[config.mk]
export PLATFORM = sky130hd
export DESIGN_NAME = lsu_mem_if_flat
export DESIGN_NICKNAME = d
export VERILOG_FILES = /design/src/rtl/lsu_pkg.sv /design/src/rtl/lsu_mem_if_if.sv /design/src/rtl/lsu_align.sv /design/src/rtl/lsu_mem_if.sv /design/src/flat_wrapper.sv
export SDC_FILE = /design/constraint.sdc
export NUM_CORES = 1
export LEC_CHECK = 0
export BUFFER_PORTS_ARGS = -buffer_cell sky130_fd_sc_hd__buf_2
export CORE_MARGIN = 2
export CORE_UTILIZATION = 45
export DETAILED_ROUTE_END_ITERATION = 8
export PLACE_DENSITY_LB_ADDON = 0.1
export SYNTH_ARGS = -nofsm -noshare
export SYNTH_HDL_FRONTEND = slang
export SYNTH_SLANG_ARGS = --single-unit
export TNS_END_PERCENT = 20
[constraint.sdc]
create_clock -name clk -period 2.2 [get_ports clk]
set_input_delay 0.33 -clock clk [delete_from_list [all_inputs] [get_ports clk]]
set_output_delay 0.33 -clock clk [all_outputs]
set_load 0.02 [all_outputs]
[src/rtl/lsu_pkg.sv]
`default_nettype none
// ============================================================================
// Module      : lsu_pkg
// Description : Shared definitions for the load/store unit: RV32I funct3
//               size codes, FSM state encoding, byte-strobe and lane masks,
//               and the alignment-fault predicate.
// Revision    : 1.0 - initial release
// ============================================================================
package lsu_pkg;

  // RV32I load/store size codes (stores use the low two bits only)
  localparam logic [2:0] F3_LB  = 3'b000;
  localparam logic [2:0] F3_LH  = 3'b001;
  localparam logic [2:0] F3_LW  = 3'b010;
  localparam logic [2:0] F3_LBU = 3'b100;
  localparam logic [2:0] F3_LHU = 3'b101;

  typedef enum logic [1:0] {
    ST_IDLE = 2'd0,
    ST_REQ  = 2'd1,
    ST_WAIT = 2'd2,
    ST_DONE = 2'd3
  } lsu_state_t;

  localparam logic [3:0]  STRB_NONE = 4'b0000;
  localparam logic [3:0]  STRB_B    = 4'b0001;
  localparam logic [3:0]  STRB_H_LO = 4'b0011;
  localparam logic [3:0]  STRB_H_HI = 4'b1100;
  localparam logic [3:0]  STRB_W    = 4'b1111;

  localparam logic [31:0] MASK_B    = 32'h0000_00FF;
  localparam logic [31:0] MASK_H    = 32'h0000_FFFF;

  // Unsupported size codes are folded into the alignment fault so the core
  // sees a single "access not performed" indication.
  function automatic logic is_misaligned(input logic [2:0] f3, input logic [1:0] a);
    case (f3)
      F3_LB, F3_LBU: return 1'b0;
      F3_LH, F3_LHU: return a[0];
      F3_LW:         return (a != 2'b00);
      default:       return 1'b1;
    endcase
  endfunction

endpackage
`default_nettype wire

[src/rtl/lsu_mem_if_if.sv]
`default_nettype none
// ============================================================================
// Module      : lsu_mem_if_if
// Description : Bundle of the core-side request/response signals and the
//               handshaked data-memory port of the load/store unit.
//   master : LSU view (drives stall, rsp_*, mem_req/we/addr/wstrb/wdata)
//   slave  : environment view (core + memory)
// Revision    : 1.0 - initial release
// ============================================================================
interface lsu_mem_if_if #(
  parameter int WIDTH_DATA = 32,
  parameter int WIDTH_ADDR = 32
);
  // core side
  logic                  req_valid;
  logic                  req_we;
  logic [2:0]            req_funct3;
  logic [WIDTH_ADDR-1:0] req_addr;
  logic [WIDTH_DATA-1:0] req_wdata;
  logic                  stall;
  logic                  rsp_valid;
  logic [WIDTH_DATA-1:0] rsp_rdata;
  logic                  misaligned;
  logic                  bus_err;
  // memory side
  logic                  mem_req;
  logic                  mem_we;
  logic [WIDTH_ADDR-1:0] mem_addr;
  logic [3:0]            mem_wstrb;
  logic [WIDTH_DATA-1:0] mem_wdata;
  logic                  mem_ready;
  logic                  mem_rvalid;
  logic [WIDTH_DATA-1:0] mem_rdata;

  modport master (
    input  req_valid, req_we, req_funct3, req_addr, req_wdata,
    input  mem_ready, mem_rvalid, mem_rdata,
    output stall, rsp_valid, rsp_rdata, misaligned, bus_err,
    output mem_req, mem_we, mem_addr, mem_wstrb, mem_wdata
  );

  modport slave (
    output req_valid, req_we, req_funct3, req_addr, req_wdata,
    output mem_ready, mem_rvalid, mem_rdata,
    input  stall, rsp_valid, rsp_rdata, misaligned, bus_err,
    input  mem_req, mem_we, mem_addr, mem_wstrb, mem_wdata
  );
endinterface
`default_nettype wire

[src/rtl/lsu_align.sv]
`default_nettype none
// ============================================================================
// Module      : lsu_align
// Description : Combinational lane steering for the LSU.
//   funct3/addr_lo : access size and byte offset
//   st_data        : right-aligned store data -> wdata (replicated lanes), wstrb
//   ld_raw         : raw memory word -> ld_data (selected, sign/zero extended)
// Revision    : 1.0 - initial release
// ============================================================================
module lsu_align
  import lsu_pkg::*;
(
  input  logic [2:0]  funct3,
  input  logic [1:0]  addr_lo,
  input  logic [31:0] st_data,
  input  logic [31:0] ld_raw,
  output logic [3:0]  wstrb,
  output logic [31:0] wdata,
  output logic [31:0] ld_data
);

  logic [31:0] w_shift;

  // Shift the addressed byte/half down to bit 0; halves are 2-byte aligned
  // by the time they get here, so addr_lo*8 is always 0 or 16 for them.
  assign w_shift = ld_raw >> {addr_lo, 3'b000};

  always_comb begin
    wstrb = STRB_W;
    wdata = st_data;
    case (funct3[1:0])
      2'b00: begin
        wstrb = STRB_B << addr_lo;
        wdata = {4{st_data[7:0]}};
      end
      2'b01: begin
        wstrb = addr_lo[1] ? STRB_H_HI : STRB_H_LO;
        wdata = {2{st_data[15:0]}};
      end
      default: begin
        wstrb = STRB_W;
        wdata = st_data;
      end
    endcase
  end

  always_comb begin
    ld_data = ld_raw;
    case (funct3)
      F3_LB:   ld_data = {{24{w_shift[7]}}, w_shift[7:0]};
      F3_LH:   ld_data = {{16{w_shift[15]}}, w_shift[15:0]};
      F3_LBU:  ld_data = w_shift & MASK_B;
      F3_LHU:  ld_data = w_shift & MASK_H;
      default: ld_data = ld_raw;
    endcase
  end

endmodule
`default_nettype wire

[src/rtl/lsu_mem_if.sv]
`default_nettype none
// ============================================================================
// Module      : lsu_mem_if
// Description : Load/store unit turning a core access into a handshaked
//               memory transaction with sizing, alignment check, load
//               extension and response timeout. Stalls the core meanwhile.
//   clk, rst_n : clock, asynchronous active-low reset
//   bus        : core request/response + data-memory port (master view)
// Revision    : 1.0 - initial release
// ============================================================================
module lsu_mem_if
  import lsu_pkg::*;
#(
  parameter int WIDTH_DATA     = 32,
  parameter int WIDTH_ADDR     = 32,
  parameter int TIMEOUT_CYCLES = 16
) (
  input  logic         clk,
  input  logic         rst_n,
  lsu_mem_if_if.master bus
);

  localparam int              c_cnt_w    = (TIMEOUT_CYCLES > 2) ? $clog2(TIMEOUT_CYCLES) : 1;
  localparam logic [c_cnt_w-1:0] c_cnt_last = c_cnt_w'(TIMEOUT_CYCLES - 1);
  localparam logic [c_cnt_w-1:0] c_cnt_one  = c_cnt_w'(1);

  lsu_state_t            r_state, w_next;
  logic                  r_we;
  logic [2:0]            r_funct3;
  logic [WIDTH_ADDR-1:0] r_addr;
  logic [WIDTH_DATA-1:0] r_wdata;
  logic                  r_misaligned;
  logic                  r_bus_err;
  logic [WIDTH_DATA-1:0] r_rdata;
  logic [c_cnt_w-1:0]    r_cnt;

  logic                  w_fault;
  logic                  w_timeout;
  logic                  w_load_done;
  logic                  w_to_err;
  logic                  w_in_req;
  logic                  w_store_drv;
  logic [3:0]            w_wstrb;
  logic [31:0]           w_wdata;
  logic [31:0]           w_ld_data;

  lsu_align u_align (
    .funct3  (r_funct3),
    .addr_lo (r_addr[1:0]),
    .st_data (r_wdata),
    .ld_raw  (bus.mem_rdata),
    .wstrb   (w_wstrb),
    .wdata   (w_wdata),
    .ld_data (w_ld_data)
  );

  assign w_fault   = is_misaligned(bus.req_funct3, bus.req_addr[1:0]);
  assign w_timeout = (r_cnt == c_cnt_last);

  // Load data arrives either together with the request handshake or later in WAIT.
  assign w_load_done = ((r_state == ST_REQ) && bus.mem_ready && !r_we && bus.mem_rvalid) ||
                       ((r_state == ST_WAIT) && bus.mem_rvalid);
  assign w_to_err    = w_timeout &&
                       (((r_state == ST_REQ) && !bus.mem_ready) ||
                        ((r_state == ST_WAIT) && !bus.mem_rvalid));

  always_comb begin
    w_next = r_state;
    case (r_state)
      ST_IDLE: if (bus.req_valid) w_next = w_fault ? ST_DONE : ST_REQ;
      ST_REQ: begin
        if (bus.mem_ready) w_next = (r_we || bus.mem_rvalid) ? ST_DONE : ST_WAIT;
        else if (w_timeout) w_next = ST_DONE;
      end
      ST_WAIT: if (bus.mem_rvalid || w_timeout) w_next = ST_DONE;
      default: w_next = ST_IDLE;
    endcase
  end

  always_ff @(posedge clk or negedge rst_n) begin
    if (!rst_n) begin
      r_state      <= ST_IDLE;
      r_we         <= 1'b0;
      r_funct3     <= 3'b000;
      r_addr       <= '0;
      r_wdata      <= '0;
      r_misaligned <= 1'b0;
      r_bus_err    <= 1'b0;
      r_rdata      <= '0;
      r_cnt        <= '0;
    end else begin
      r_state <= w_next;
      if ((r_state == ST_IDLE) && bus.req_valid) begin
        r_we         <= bus.req_we;
        r_funct3     <= bus.req_funct3;
        r_addr       <= bus.req_addr;
        r_wdata      <= bus.req_wdata;
        r_misaligned <= w_fault;
        r_bus_err    <= 1'b0;
        r_cnt        <= '0;
      end
      if ((r_state == ST_REQ) || (r_state == ST_WAIT)) begin
        r_cnt     <= r_cnt + c_cnt_one;
        r_bus_err <= w_to_err;
      end
      // Response data only changes on entry to DONE; stores and faults report 0.
      if ((w_next == ST_DONE) && (r_state != ST_DONE))
        r_rdata <= w_load_done ? w_ld_data : '0;
    end
  end

  assign w_in_req    = (r_state == ST_REQ);
  assign w_store_drv = w_in_req && r_we;

  assign bus.stall      = (r_state == ST_IDLE) ? bus.req_valid
                                               : ((r_state == ST_REQ) || (r_state == ST_WAIT));
  assign bus.rsp_valid  = (r_state == ST_DONE);
  assign bus.misaligned = (r_state == ST_DONE) && r_misaligned;
  assign bus.bus_err    = (r_state == ST_DONE) && r_bus_err;
  assign bus.rsp_rdata  = r_rdata;

  assign bus.mem_req    = w_in_req;
  assign bus.mem_we     = w_store_drv;
  assign bus.mem_addr   = w_in_req ? {r_addr[WIDTH_ADDR-1:2], 2'b00} : '0;
  assign bus.mem_wstrb  = w_store_drv ? w_wstrb : STRB_NONE;
  assign bus.mem_wdata  = w_store_drv ? w_wdata : '0;

endmodule
`default_nettype wire
[src/flat_wrapper.sv]
// flat-port wrapper written by rule: the top's interface ports become plain ports
module lsu_mem_if_flat import lsu_pkg::*;
#(
  parameter int WIDTH_DATA     = 32,
  parameter int WIDTH_ADDR     = 32,
  parameter int TIMEOUT_CYCLES = 16
)
  (clk, rst_n, bus_req_valid, bus_req_we, bus_req_funct3, bus_req_addr, bus_req_wdata, bus_mem_ready, bus_mem_rvalid, bus_mem_rdata, bus_stall, bus_rsp_valid, bus_rsp_rdata, bus_misaligned, bus_bus_err, bus_mem_req, bus_mem_we, bus_mem_addr, bus_mem_wstrb, bus_mem_wdata);
  lsu_mem_if_if #(.WIDTH_DATA(WIDTH_DATA), .WIDTH_ADDR(WIDTH_ADDR)) bus_i ();
  input  logic clk;
  input  logic rst_n;
  input wire logic [$bits(bus_i.req_valid)-1:0] bus_req_valid;
  input wire logic [$bits(bus_i.req_we)-1:0] bus_req_we;
  input wire logic [$bits(bus_i.req_funct3)-1:0] bus_req_funct3;
  input wire logic [$bits(bus_i.req_addr)-1:0] bus_req_addr;
  input wire logic [$bits(bus_i.req_wdata)-1:0] bus_req_wdata;
  input wire logic [$bits(bus_i.mem_ready)-1:0] bus_mem_ready;
  input wire logic [$bits(bus_i.mem_rvalid)-1:0] bus_mem_rvalid;
  input wire logic [$bits(bus_i.mem_rdata)-1:0] bus_mem_rdata;
  output wire logic [$bits(bus_i.stall)-1:0] bus_stall;
  output wire logic [$bits(bus_i.rsp_valid)-1:0] bus_rsp_valid;
  output wire logic [$bits(bus_i.rsp_rdata)-1:0] bus_rsp_rdata;
  output wire logic [$bits(bus_i.misaligned)-1:0] bus_misaligned;
  output wire logic [$bits(bus_i.bus_err)-1:0] bus_bus_err;
  output wire logic [$bits(bus_i.mem_req)-1:0] bus_mem_req;
  output wire logic [$bits(bus_i.mem_we)-1:0] bus_mem_we;
  output wire logic [$bits(bus_i.mem_addr)-1:0] bus_mem_addr;
  output wire logic [$bits(bus_i.mem_wstrb)-1:0] bus_mem_wstrb;
  output wire logic [$bits(bus_i.mem_wdata)-1:0] bus_mem_wdata;
  assign bus_i.req_valid = bus_req_valid;
  assign bus_i.req_we = bus_req_we;
  assign bus_i.req_funct3 = bus_req_funct3;
  assign bus_i.req_addr = bus_req_addr;
  assign bus_i.req_wdata = bus_req_wdata;
  assign bus_i.mem_ready = bus_mem_ready;
  assign bus_i.mem_rvalid = bus_mem_rvalid;
  assign bus_i.mem_rdata = bus_mem_rdata;
  assign bus_stall = bus_i.stall;
  assign bus_rsp_valid = bus_i.rsp_valid;
  assign bus_rsp_rdata = bus_i.rsp_rdata;
  assign bus_misaligned = bus_i.misaligned;
  assign bus_bus_err = bus_i.bus_err;
  assign bus_mem_req = bus_i.mem_req;
  assign bus_mem_we = bus_i.mem_we;
  assign bus_mem_addr = bus_i.mem_addr;
  assign bus_mem_wstrb = bus_i.mem_wstrb;
  assign bus_mem_wdata = bus_i.mem_wdata;
  lsu_mem_if #(.WIDTH_DATA(WIDTH_DATA), .WIDTH_ADDR(WIDTH_ADDR), .TIMEOUT_CYCLES(TIMEOUT_CYCLES)) u_core (.clk(clk), .rst_n(rst_n), .bus(bus_i));
endmodule
Yosys cells after proc, flatten, opt, wreduce, memory -nomap -nowiden --
Cells that the tools add are included.
Cells by class: equal/unequal tests 14, shifts and indexed selects 2, muxes and demuxes 21, reductions and logical operators 28, $add $sub $neg 1
Operators by type and width (number):
- case mux 32 bit (4 select lines) | 1
- 2-to-1 mux 32 bit | 3
- case mux 32 bit (2 select lines) | 1
- right shift 32 x 5 -> 16 bit | 1
- 2-to-1 mux 4 bit | 4
- equality test 3 bit (second input constant) | 4
- logical AND 1 bit | 12
- 2-to-1 mux 2 bit | 5
- case mux 4 bit (2 select lines) | 1
- equality test 2 bit (second input constant) | 3
- equality test 3 x 1 -> 1 bit (second input constant) | 2
- zero test 3 bit | 2
- case mux 2 bit (3 select lines) | 1
- logical OR 1 bit | 5
- adder 4 x 1 -> 4 bit (second input constant) | 1
- equality test 2 x 1 -> 1 bit (second input constant) | 2
- equality test 4 bit (second input constant) | 1
- zero test 2 bit | 2
- 2-to-1 mux 1 bit | 4
- nonzero test 2 bit | 2
- OR reduction 2 bit | 2
- << shifter 1 x 2 -> 4 bit (first input constant) | 1
- equality test 3 x 2 -> 1 bit (second input constant) | 1
- zero test 1 bit | 3
- other kinds (2) | 2
Storage, ports and cells: output and inout bits 106, register bits 108, word-level logic and storage cells 75, input bits 105

Logic depth before layout (Yosys ltp) --
Gate-level depths: netlist of the first run.
depth after elaboration 8, mapped depth 9, mapped depth without buffers 7

Hierarchy --
A second synthesis of the first run with hierarchy kept.
Unflattened totals: cells, all modules 617, area total of the unflattened synthesis 6319.8 um^2
Modules (own cells, without submodules):
- lsu_mem_if | sequential area each 2702.6 um^2, cells an instance 420, area each 4943.5 um^2, instances 1
- lsu_align | sequential area each 0.0 um^2, cells an instance 197, area each 1376.3 um^2, instances 1

Worst setup path after synthesis of the first run --
OpenSTA, ideal clock, no wires.
path type reg-to-reg, start register u_core.r_state[1], end register u_core.r_rdata[7] (netlist: u_core.bus.rsp_rdata[7]), stages on the path, launching flop included 10, period minus slack after synthesis 2.067 ns, data arrival time 1.956 ns, setup time 0.110 ns, required time 2.090 ns, path slack 0.133 ns, cell sequence dfrtp_1 > inv_1 > ha_1 > and2_1 > a221o_1 > o221ai_2 > buf_4 > buf_4 > nand2_1 > o41ai_1
Between the ends: cells in the longest elaborated chain, start to end 6
Ends and longest elaborated chain:
- start: declaration | line lsu_mem_if.sv:27 | lsu_state_t r_state, w_next;
- start signal: assignment | line lsu_mem_if.sv:92 | r_state <= w_next;
- equality test 2 x 1 -> 1 bit *
- via bus_mem_req | line flat_wrapper.sv:25 | output wire logic [$bits(bus_i.mem_req)-1:0] bus_mem_req;
- parallel branches: the longest is 5 deep, another holds case mux 2 bit (3 select lines)
- end signal: assignment | line lsu_mem_if.sv:108 | r_rdata <= w_load_done ? w_ld_data : '0;
- end: declaration | line lsu_mem_if.sv:34 | logic [WIDTH_DATA-1:0] r_rdata;
Mark *: on every way through the listed nets, which the timed path passes. A chain may end at the register's enable or synchronous reset.

Worst setup path after layout of the first run --
start register u_core.r_state[1], end output port bus_mem_wdata[15]
Between the ends: cells in the longest elaborated chain, start to end 3
Ends and longest elaborated chain:
- equality test 2 x 1 -> 1 bit | line lsu_mem_if.sv:112 | assign w_in_req = (r_state == ST_REQ);
- logical AND 1 bit | line lsu_mem_if.sv:113 | assign w_store_drv = w_in_req && r_we;
- 2-to-1 mux 32 bit | line lsu_mem_if.sv:126 | assign bus.mem_wdata = w_store_drv ? w_wdata : '0;
- end: declaration | line flat_wrapper.sv:29 | output wire logic [$bits(bus_i.mem_wdata)-1:0] bus_mem_wdata;
Every way passes these cells.

==> run_results.csv, run 1 <==
group,metric,value,unit
status,status,"finished clean",
floorplanning,die-area,13500,µm²
logic_synthesis,synthMuxAreaShare,19.5,%
timing,fin_hold_ws,0.203,ns
routing,drt-initial-drc-count,274,
cts,h-tree-depth,3,
power_and_ir_drop,internal-power,6300,µW
logic_synthesis,yosys.area_share.simple,13.7,%
power_and_ir_drop,p_comb_share,54.2,%
timing,fin_setup_tns,0,ns
timing,fmax,0.464,GHz
logic_synthesis,synth_edf_count,0,
power_and_ir_drop,switching_share,42.9,%
routing,vias,4936,
routing,routed_wl,15.6,mm
setup_path,cp_cell_sequence,"inv_1 > ha_2 > buf_6 > nand2_2 > buf_12 > a21oi_1 > buf_4",
placement,portBuffers,208,
logic_synthesis,synth_compound_area_share,13.6,%
floorplanning,die_h,116,µm
floorplanning,start_util,45.5,%
logic_synthesis,ys.flop_type,"dfrtp_1",
logic_synthesis,synth.top_cell.area_share,47.6,%
setup_path,startpoint_type,"flop",
grt,gr-total-overflow,0,
floorplanning,core_region_area,12500,µm²
floorplanning,dieWidth,116,µm
grt,antenna_found_initial,2,
power_and_ir_drop,p_leak,0.00374,µW
timing,hold_violations,0,
routing,post_drt_via_cell_ratio,5.25,
setup_path,worstPathArrival,1.83,ns
logic_synthesis,syn_area,5680,µm²
power_and_ir_drop,ir_worst_vdd,0.000598,V
timing,fin_crit_sh,98.1,%
setup_path,crit_path_top_delay_cell,"dfrtp_1",
grt,grt_max_degree,39,
routing,postRouteAntennaNets,0,
logic_synthesis,synth_seq_cells,108,
floorplanning,ios,211,
timing,fin_crit,2.16,ns
grt,grt_pass1_vias,4968,
logic_synthesis,synth_adder_area_share,1.10,%
power_and_ir_drop,p_per_area,1490,nW/µm²
placement,dpl.cell_count,919,
timing,maxSlewViolCount,0,
setup_path,cp.required,1.87,ns
cts,clkSlewWorstSetupHoldPaths,0.07,ns
logic_synthesis,yosys_warnings,0,
power_and_ir_drop,total_power,11000,µW
setup_path,slowest_delay,0.38,ns
setup_path,crit_type,"flop to output port",
cts,root_buffer,"clkbuf_16",
layout,layout-drive-gt1-share,44.5,%
cts,clock_tree.buffer_depth,2,
routing,wire_per_inst,16.5,µm
logic_synthesis,ys_seq_area_share,47.6,%
routing,dr.pass1.iters,4,
logic_synthesis,synth_xor_area_share,0.309,%
cts,cts_tree,"done",
layout,layout.nets,872,
worst_hold_path,hp-class,"input port to flop",
placement,routabilityCongestion,0.889,
timing,setup-violations-final,0,
logic_synthesis,yosysUniqueCellTypes,43,
routing,drc_errors,0,
layout,area_delta_synth_final,30.6,%
logic_synthesis,async_flop_share,100,%
setup_path,endpoint_kind,"output port",
logic_synthesis,postSynthCellCount,562,
layout,utilization,59.5,%
logic_synthesis,syn_area_per_cell,10.1,µm²
floorplanning,rows,41,
setup_path,reg2reg_slack,0.09,ns
logic_synthesis,synth_top_family_by_area,"multiplexers",
logic_synthesis,yosys.area.top_type,"dfrtp_1",
power_and_ir_drop,p_switching,4740,µW
cts,numCtsBuffers,9,
setup_path,cp_max_fo,15,
layout,final_cells,941,
timing,finClkSkew,0.00532,ns
grt,grt_pass1_wl,24.1,mm
power_and_ir_drop,p_clk_share,13.8,%
placement,dp_hpwl,11.3,mm
power_and_ir_drop,seqPwrFrac,32.0,%
setup_path,path_buf_inv,4,
logic_synthesis,ys_top_cells_by_area,"dfrtp_1, mux2_2, a21oi_1, mux2i_1, nand2_1",
timing,worst_slew_margin_rel,31.9,%
job,maxCapViolations,0,
setup_path,crit_family,"buffers and inverters",
cts,cts_num_sinks,108,
cts,insertion_delay,0.35,ns
timing,tightestPinTransition,1.02,ns
timing,rsz0062_at_grt,"yes",
grt,grt.total_usage,23.0,%
-- repair_timing --
action                                  in CTS  in global routing
hold buffers                                 1                  0
endpoints found under the hold margin       36                  0
endpoints found under the setup margin      30                 46
setup buffers                                1                  0
gates cloned                                 1                  1
gates resized for setup                      9                 26
-- routing by layer --
layer	vias to the layer above	GRT usage [%]	routed length [µm]	share of wire, %
met1	2368	29.1	6400	41
met3	26	6.49	1270	8.2
li1	2357	-	-	-
met4	2	8.97	303	1.9
met5	-	0	7	0.045
met2	183	37.6	7560	49
-- registers in the layout, indices dropped and copies added, names as in the netlist, 2 cells and up --
register              cells
u_core.r_wdata           32
u_core.r_state            2
u_core.r_addr            32
u_core.bus.rsp_rdata     32
u_core.r_cnt              4
u_core.r_funct3           3
-- power by group through the flow --
| stage | clock [µW] | combinational (µW) | sequential (µW) |
|---|---|---|---|
| 2_1_floorplan | 0 | 4090 | 3460 |
| 3_3_place_gp | 0 | 5630 | 3520 |
| 3_5_place_dp | 0 | 5730 | 3570 |
| 4_1_cts | 1560 | 5890 | 3520 |
| 5_1_grt | 1640 | 6590 | 3650 |
| 6_report | 1530 | 5980 | 3530 |
-- final cells by class --
type | instances | area [µm²]
flip-flops and latches | 108 | 2710
clock buffers | 13 | 250
diodes | 2 | 5.00
multi-input cells | 404 | 2780
inverters | 7 | 26.3
repair buffers | 232 | 1410
clock inverters | 3 | 22.5
fillers | 1189 | 5050
well taps | 172 | 215
-- metrics by stage --
step | setup slack [ns] | instance area (µm²)
6_report | 0.0428 | 7410
5_1_grt | -0.0399 | 7410
4_1_cts | 0.00171 | 7320
3_5_place_dp | 0.0270 | 6960
3_3_place_gp | 0.108 | 6960
2_1_floorplan | 0.133 | 5680
-- path summary, 6_finish.rpt --
kind / end / cells past startpoint / startpoint
worst min register to register: u_core.bus.rsp_rdata[4]$_DFFE_PN0P_ / 2 / u_core.bus.rsp_rdata[4]$_DFFE_PN0P_
worst max-delay path: bus_mem_wdata[15] / 7 / u_core.r_state[1]$_DFF_PN0_
worst max register to register: u_core.bus.rsp_rdata[12]$_DFFE_PN0P_ / 8 / u_core.r_state[0]$_DFF_PN0_
max in group asynchronous: u_core.bus.rsp_rdata[24]$_DFFE_PN0P_ / 3 / rst_n
worst min-delay path: u_core.r_wdata[18]$_DFFE_PN0P_ / 2 / bus_req_wdata[18]
min in group asynchronous: u_core.r_addr[27]$_DFFE_PN0P_ / 2 / rst_n
-- placed cells by master, fill, tap and decap left out, drive strengths merged, types with 14 or more instances in the layout --
master    n
nand2    66
buf     229
clkbuf   14
nor2     54
and2     33
mux2     75
a21oi    52
o21ai    32
dfrtp   108
mux2i    26
-- Yosys cell counts, types with 2 or more instances --
master,instances
a21oi_1,52
a22oi_1,7
and2_1,33
and3_1,9
buf_1,7
buf_2,9
buf_4,7
clkbuf_1,20
dfrtp_1,108
ha_1,5
inv_1,7
mux2_2,75
mux2i_1,26
nand2_1,66
nand3_1,2
nor2_1,53
nor2b_1,5
o21ai_0,20
o21ai_1,2
o21ai_2,10
o31ai_1,9
o41ai_1,9
-- kinds of logic after synthesis --
logic type / Yosys count
adder cells (fa/ha/maj): 5
other: 1
buffers and inverters: 51
multiplexers: 101
flip-flops: 108
XOR/XNOR: 2
AO/OA/AOI/OAI: 122
AND/OR/NAND/NOR: 172
No activity file was read; power rests on OpenSTA's default activity.
==> inputs of run 2 (changes only) <==
ABC_AREA = 1   (was unset)
MAX_ROUTING_LAYER = met4   (was unset)
PLACE_DENSITY = 0.85   (was unset)
PLACE_DENSITY_LB_ADDON = unset   (was 0.1)
==> run_results.csv, run 2 <==
group,metric,value,unit
layout,final_cell_mix,"nand2_1, buf_2, dfrtp_1, nor2_1, inv_1",
timing,maxSlewViolCount,0,
cts,insertion_delay,0.34,ns
routing,post_drt_via_cell_ratio,5.04,
timing,tightestPinTransition,0.757,ns
power_and_ir_drop,p_switching,5100,µW
power_and_ir_drop,p_per_area,1450,nW/µm²
layout,final_area,7300,µm²
timing,setup-violations-final,0,
logic_synthesis,synth_common_cells,"nand2_1, dfrtp_1, nor2_1",
routing,drt-initial-drc-count,517,
setup_path,slowest_delay,0.44,ns
routing,drc_errors,0,
layout,area_delta_synth_final,26.8,%
cts,clkSlewWorstSetupHoldPaths,0.07,ns
power_and_ir_drop,p_comb_share,52.9,%
setup_path,cp_cell_sequence,"inv_1 > ha_1 > inv_1 > o21ai_0 > buf_2",
logic_synthesis,synth.top_cell.area_share,47.0,%
logic_synthesis,yosysUniqueCellTypes,30,
grt,antenna_found_initial,1,
logic_synthesis,synth_edf_count,0,
placement,dpl.cell_count,1184,
placement,dp_hpwl,11.9,mm
cts,clock_tree.buffer_depth,2,
floorplanning,rows,41,
placement,routabilityCongestion,0.939,
logic_synthesis,synth_seq_cells,108,
status,status,"finished clean",
logic_synthesis,ys_seq_area_share,47.0,%
power_and_ir_drop,seqPwrFrac,32.9,%
grt,gr-total-overflow,0,
power_and_ir_drop,internal-power,5510,µW
timing,fin_crit_sh,97.9,%
grt,grt_max_degree,81,
cts,root_buffer,"clkbuf_16",
timing,fin_crit,2.15,ns
logic_synthesis,yosys_warnings,0,
worst_hold_path,hp-class,"input port to flop",
grt,grt_pass1_vias,5570,
cts,h-tree-depth,3,
setup_path,startpoint,"u_core.r_state[0]$_DFF_PN0_",
logic_synthesis,async_flop_share,100,%
setup_path,path_buf_inv,3,
setup_path,endpoint_kind,"output port",
timing,hold_violations,0,
routing,postRouteAntennaNets,0,
layout,layout.nets,1135,
power_and_ir_drop,p_leak,0.00450,µW
power_and_ir_drop,ir_worst_vdd,0.000814,V
setup_path,endpoint,"bus_stall",
timing,fin_setup_tns,0,ns
setup_path,startpoint_type,"flop",
cts,post_cts_buffers,0,
logic_synthesis,yosysMostFrequentCell,"nand2_1",
floorplanning,dieWidth,117,µm
layout,final_cells,1203,
cts,cts_tree,"done",
floorplanning,core_region_area,12600,µm²
setup_path,r2r-start,"u_core.r_state[0]$_DFF_PN0_",
grt,grt_pass1_wl,26.4,mm
setup_path,crit_path_top_delay_cell,"dfrtp_1",
layout,layout-drive-gt1-share,25.7,%
power_and_ir_drop,switching_share,48.0,%
setup_path,crit_type,"flop to output port",
cts,numCtsBuffers,9,
setup_path,cp_max_fo,7,
timing,fmax,0.464,GHz
timing,worst_slew_margin_rel,49.5,%
logic_synthesis,ys.flop_type,"dfrtp_1",
setup_path,crit_family,"flip-flops",
setup_path,ff2ff_path_depth,10,
power_and_ir_drop,total_power,10600,µW
logic_synthesis,ys_top_cells_by_area,"dfrtp_1, nand2_1, nor2_1, inv_1, nand3_1",
layout,final_common_cell,"nand2_1",
routing,vias,6059,
setup_path,reg2reg_slack,0.17,ns
timing,finClkSkew,0.00859,ns
routing,routed_wl,16.7,mm
job,maxCapViolations,0,
setup_path,worstPathArrival,1.82,ns
floorplanning,start_util,45.8,%
floorplanning,ios,211,
layout,utilization,58.1,%
setup_path,reg2reg_to,"u_core.bus.rsp_rdata[0]$_DFFE_PN0P_",
setup_path,cp.required,1.87,ns
placement,placed_area,6960,µm²
routing,dr.pass1.iters,5,
floorplanning,die_h,117,µm
setup_path,cpMostUsedCell,"inv_1",
placement,portBuffers,208,
logic_synthesis,yosys.area.top_type,"dfrtp_1",
logic_synthesis,syn_area_per_cell,6.97,µm²
cts,cts_num_sinks,108,
routing,wire_per_inst,13.9,µm
grt,grt.total_usage,25.2,%
logic_synthesis,postSynthCellCount,826,
setup_path,path_depth,5,
power_and_ir_drop,p_clk_share,14.2,%
logic_synthesis,syn_area,5760,µm²
timing,rsz0062_at_grt,"yes",
floorplanning,die-area,13700,µm²
==> run 2: cell count changes after synthesis, sizes merged, moves of 33 or more <==
cell	previous run	this run
nand3	2	40
and2	33	0
a21oi	52	19
mux2	75	0
inv	7	64
nand2	66	416
==> run 2: metal layers <==
layer / share of wire [%] / GRT usage (%)
met5: 0 / -
met4: 2.7 / 8.86
met3: 8.6 / 4.84
met2: 45 / 38.0
met1: 43 / 34.2
==> run 2: logic make-up (layout without fill, tap and decap cells) <==
group / count (synthesis) / in the layout / share of synthesized area, %
flops: 108 / 108 / 47.0
compound gates: 71 / 71 / 7.13
fa+ha+maj: 5 / 5 / 1.09
buf+inv: 107 / 309 / 7.93
simple gates: 534 / 535 / 36.8
other cells: 1 / 3 / 0.0652
==> run 2: worst min path at each step <==
stage / cells past startpoint / end / start / slack [ns]
final: 3 / u_core.r_wdata[8]$_DFFE_PN0P_ / bus_req_wdata[8] / 0.18
after global routing: 3 / u_core.r_wdata[17]$_DFFE_PN0P_ / bus_req_wdata[17] / 0.18
after CTS: 3 / u_core.r_addr[22]$_DFFE_PN0P_ / bus_req_addr[22] / 0.17
after detailed placement: 1 / u_core.bus.rsp_rdata[5]$_DFFE_PN0P_ / rst_n / 0.20
after global placement: 1 / u_core.bus.rsp_rdata[3]$_DFFE_PN0P_ / rst_n / 0.20
after floorplan: 0 / u_core.bus.rsp_rdata[0]$_DFFE_PN0P_ / rst_n / 0.03
==> run 2: power by group through the flow <==
stage,logic [µW],registers [µW],clock network (µW)
2_1_floorplan,3620,3640,0
3_3_place_gp,5410,3460,0
3_5_place_dp,5510,3470,0
4_1_cts,5530,3460,1540
5_1_grt,6290,3600,1630
6_report,5610,3490,1510
==> run 2: area by class of cell <==
cell class / instances / area (µm²)
multi-input combinational: 613 / 2640
inverter: 65 / 245
tap: 172 / 215
clock inverter: 3 / 21.3
clock buffer: 13 / 250
timing repair buffer: 228 / 1220
fill: 1217 / 5270
sequential: 108 / 2700
antenna: 1 / 2.50
==> run 2: what timing repair did <==
| action | in CTS | in global routing |
|---|---|---|
| gates cloned | 0 | 1 |
| hold buffers | 1 | 0 |
| setup endpoints to repair | 13 | 51 |
| hold endpoints to repair | 11 | 0 |
| resized for setup | 5 | 12 |
| pin swaps | 0 | 1 |
==> run 2: metrics by stage <==
stage / hold WS, ns / setup WS [ns]
after floorplan: 0.0344 / 0.0745
after global placement: 0.197 / 0.155
after detailed placement: 0.195 / 0.0698
final: 0.181 / 0.0458
after global routing: 0.182 / -0.0987
after CTS: 0.172 / 0.0186
==> run 2: tightest hold or removal path: stages <==
cell and delay (ns):
buf_2 0.07, nand2_1 0.04, nand2_1 0.05
==> inputs of run 3 (changes only) <==
BUFFER_PORTS_ARGS = unset   (was -buffer_cell sky130_fd_sc_hd__buf_2)
DONT_BUFFER_PORTS = 1   (was unset)
GPL_TIMING_DRIVEN = 1   (was unset)
PLACE_DENSITY = 0.71   (was 0.85)
==> run_results.csv, run 3 (synthesized netlist as in run 2, its figures left out) <==
group,metric,value,unit
timing,finClkSkew,0.00811,ns
timing,setup-violations-final,0,
status,status,"complete, but fails checks",
placement,routabilityCongestion,0.936,
routing,routed_wl,15.9,mm
layout,final_cells,1022,
grt,gr-total-overflow,0,
routing,postRouteAntennaNets,0,
placement,portBuffers,0,
timing,hold_violations,108,
cts,h-tree-depth,3,
setup_path,crit_type,"flop to output port",
floorplanning,start_util,45.8,%
layout,final_area,6490,µm²
placement,dp_hpwl,11.0,mm
cts,insertion_delay,0.35,ns
placement,dpl.cell_count,1005,
timing,fin_crit_sh,97.5,%
layout,final-seq-area,2700,µm²
timing,fmax,0.466,GHz
floorplanning,rows,41,
layout,layout.nets,955,
power_and_ir_drop,p_per_area,1590,nW/µm²
power_and_ir_drop,ir_worst_vdd,0.000690,V
status,violations,"negative hold slack",
routing,wire_per_inst,15.6,µm
floorplanning,die_h,117,µm
setup_path,crit_path_top_delay_cell,"dfrtp_1",
routing,post_drt_via_cell_ratio,5.14,
setup_path,slowest_delay,0.43,ns
routing,drc_errors,0,
floorplanning,ios,211,
setup_path,cp.required,1.87,ns
job,maxCapViolations,0,
worst_hold_path,hp-class,"input port to async pin",
grt,grt_max_degree,109,
layout,layout-drive-gt1-share,10.1,%
setup_path,cp_max_fo,18,
timing,maxSlewViolCount,0,
floorplanning,die-area,13700,µm²
cts,numCtsBuffers,9,
power_and_ir_drop,p_leak,0.00370,µW
cts,cts_tree,"done",
routing,dr.pass1.iters,5,
setup_path,endpoint_kind,"output port",
grt,grt_pass1_vias,4773,
power_and_ir_drop,total_power,10300,µW
layout,final_common_cell,"nand2_1",
layout,num-fill-cells,1262,
floorplanning,core_region_area,12600,µm²
layout,final_cell_mix,"nand2_1, dfrtp_1, nor2_1, inv_1, buf_4",
grt,antenna_found_initial,0,
routing,drt-initial-drc-count,463,
timing,worst_slew_margin_rel,49.7,%
setup_path,startpoint_type,"flop",
routing,vias,5258,
grt,grt.total_usage,23.5,%
floorplanning,dieWidth,117,µm
setup_path,cp_cell_sequence,"inv_2 > ha_4 > nand2_2 > buf_4 > o21ai_1 > o21ai_0 > inv_1",
cts,cts_num_sinks,108,
layout,area_delta_synth_final,12.8,%
cts,clock_tree.buffer_depth,2,
setup_path,path_buf_inv,3,
timing,fin_crit,2.14,ns
grt,grt_pass1_wl,23.9,mm
timing,fin_hold_ws,-0.328,ns
timing,tightestPinTransition,0.755,ns
setup_path,crit_family,"buffers and inverters",
layout,diodes,0,
cts,root_buffer,"clkbuf_16",
layout,multiInputGateArea,2630,µm²
timing,rsz0062_at_grt,"yes",
cts,clkSlewWorstSetupHoldPaths,0.07,ns
setup_path,worstPathArrival,1.81,ns
placement,placed_area,6120,µm²
run 3: cell type report:
class | instances | area share, %
repair buffers | 48 | 5.74
clock buffers | 9 | 3.47
flip-flops and latches | 108 | 41.6
multi-input cells | 613 | 40.5
clock inverters | 7 | 1.56
inverters | 65 | 3.80
well taps | 172 | 3.31
run 3: worst reg2reg max path: cells and delay by family, from the launching register on:
family	cells	cell delay [ns]
fa+ha+maj	1	0.24
simple gates	3	0.53
flops	1	0.44
buf+inv	3	0.76
run 3: what timing repair did:
action | 4_1_cts | 5_1_grt
endpoints found under the hold margin | 108 | 108
cloned | 0 | 1
buffers inserted | 0 | 0
endpoints found under the setup margin | 23 | 53
gates resized for setup | 7 | 8
run 3: metal layers:
metal	global-route usage, %	up-vias	share of wire (%)
met4	8.94	0	1.9
met2	35.7	224	46
li1	-	2578	-
met1	30.2	2435	43
met5	-	-	0
met3	6.44	21	9.1
run 3: worst paths after layout:
check | from | endpoint | slack (ns) | cells past startpoint
worst max register to register | u_core.r_state[0]$_DFF_PN0_ | u_core.r_wdata[30]$_DFFE_PN0P_ | 0.16 | 7
worst max-delay path | u_core.r_state[1]$_DFF_PN0_ | bus_mem_wdata[12] | 0.06 | 7
worst min-delay path | rst_n | u_core.bus.rsp_rdata[2]$_DFFE_PN0P_ | -0.33 | 0
max in group asynchronous | rst_n | u_core.r_wdata[11]$_DFFE_PN0P_ | 2.32 | 0
worst min register to register | u_core.r_addr[11]$_DFFE_PN0P_ | u_core.r_addr[11]$_DFFE_PN0P_ | 0.48 | 2
min in group clk | bus_req_wdata[19] | u_core.r_wdata[19]$_DFFE_PN0P_ | 0.08 | 2
run 3: stage by stage:
step | hold WS [ns] | TNS [ns] | utilization (%) | setup WS (ns)
2_1_floorplan | 0.0344 | 0 | - | 0.0745
3_3_place_gp | 0.0385 | 0 | 48.7 | 0.169
3_5_place_dp | 0.0390 | 0 | 48.7 | 0.0705
4_1_cts | -0.345 | -0.0213 | 51.4 | -0.0100
5_1_grt | -0.350 | -0.645 | 51.7 | -0.0675
6_report | -0.328 | 0 | 51.7 | 0.0556
run 3: report_power, final:
part | leakage, µW | internal (µW) | total (µW) | switching, µW
Sequential | 0.00139 | 2880 | 3770 | 896
Clock | 0.000152 | 1000 | 1760 | 756
Combinational | 0.00216 | 1520 | 4810 | 3290
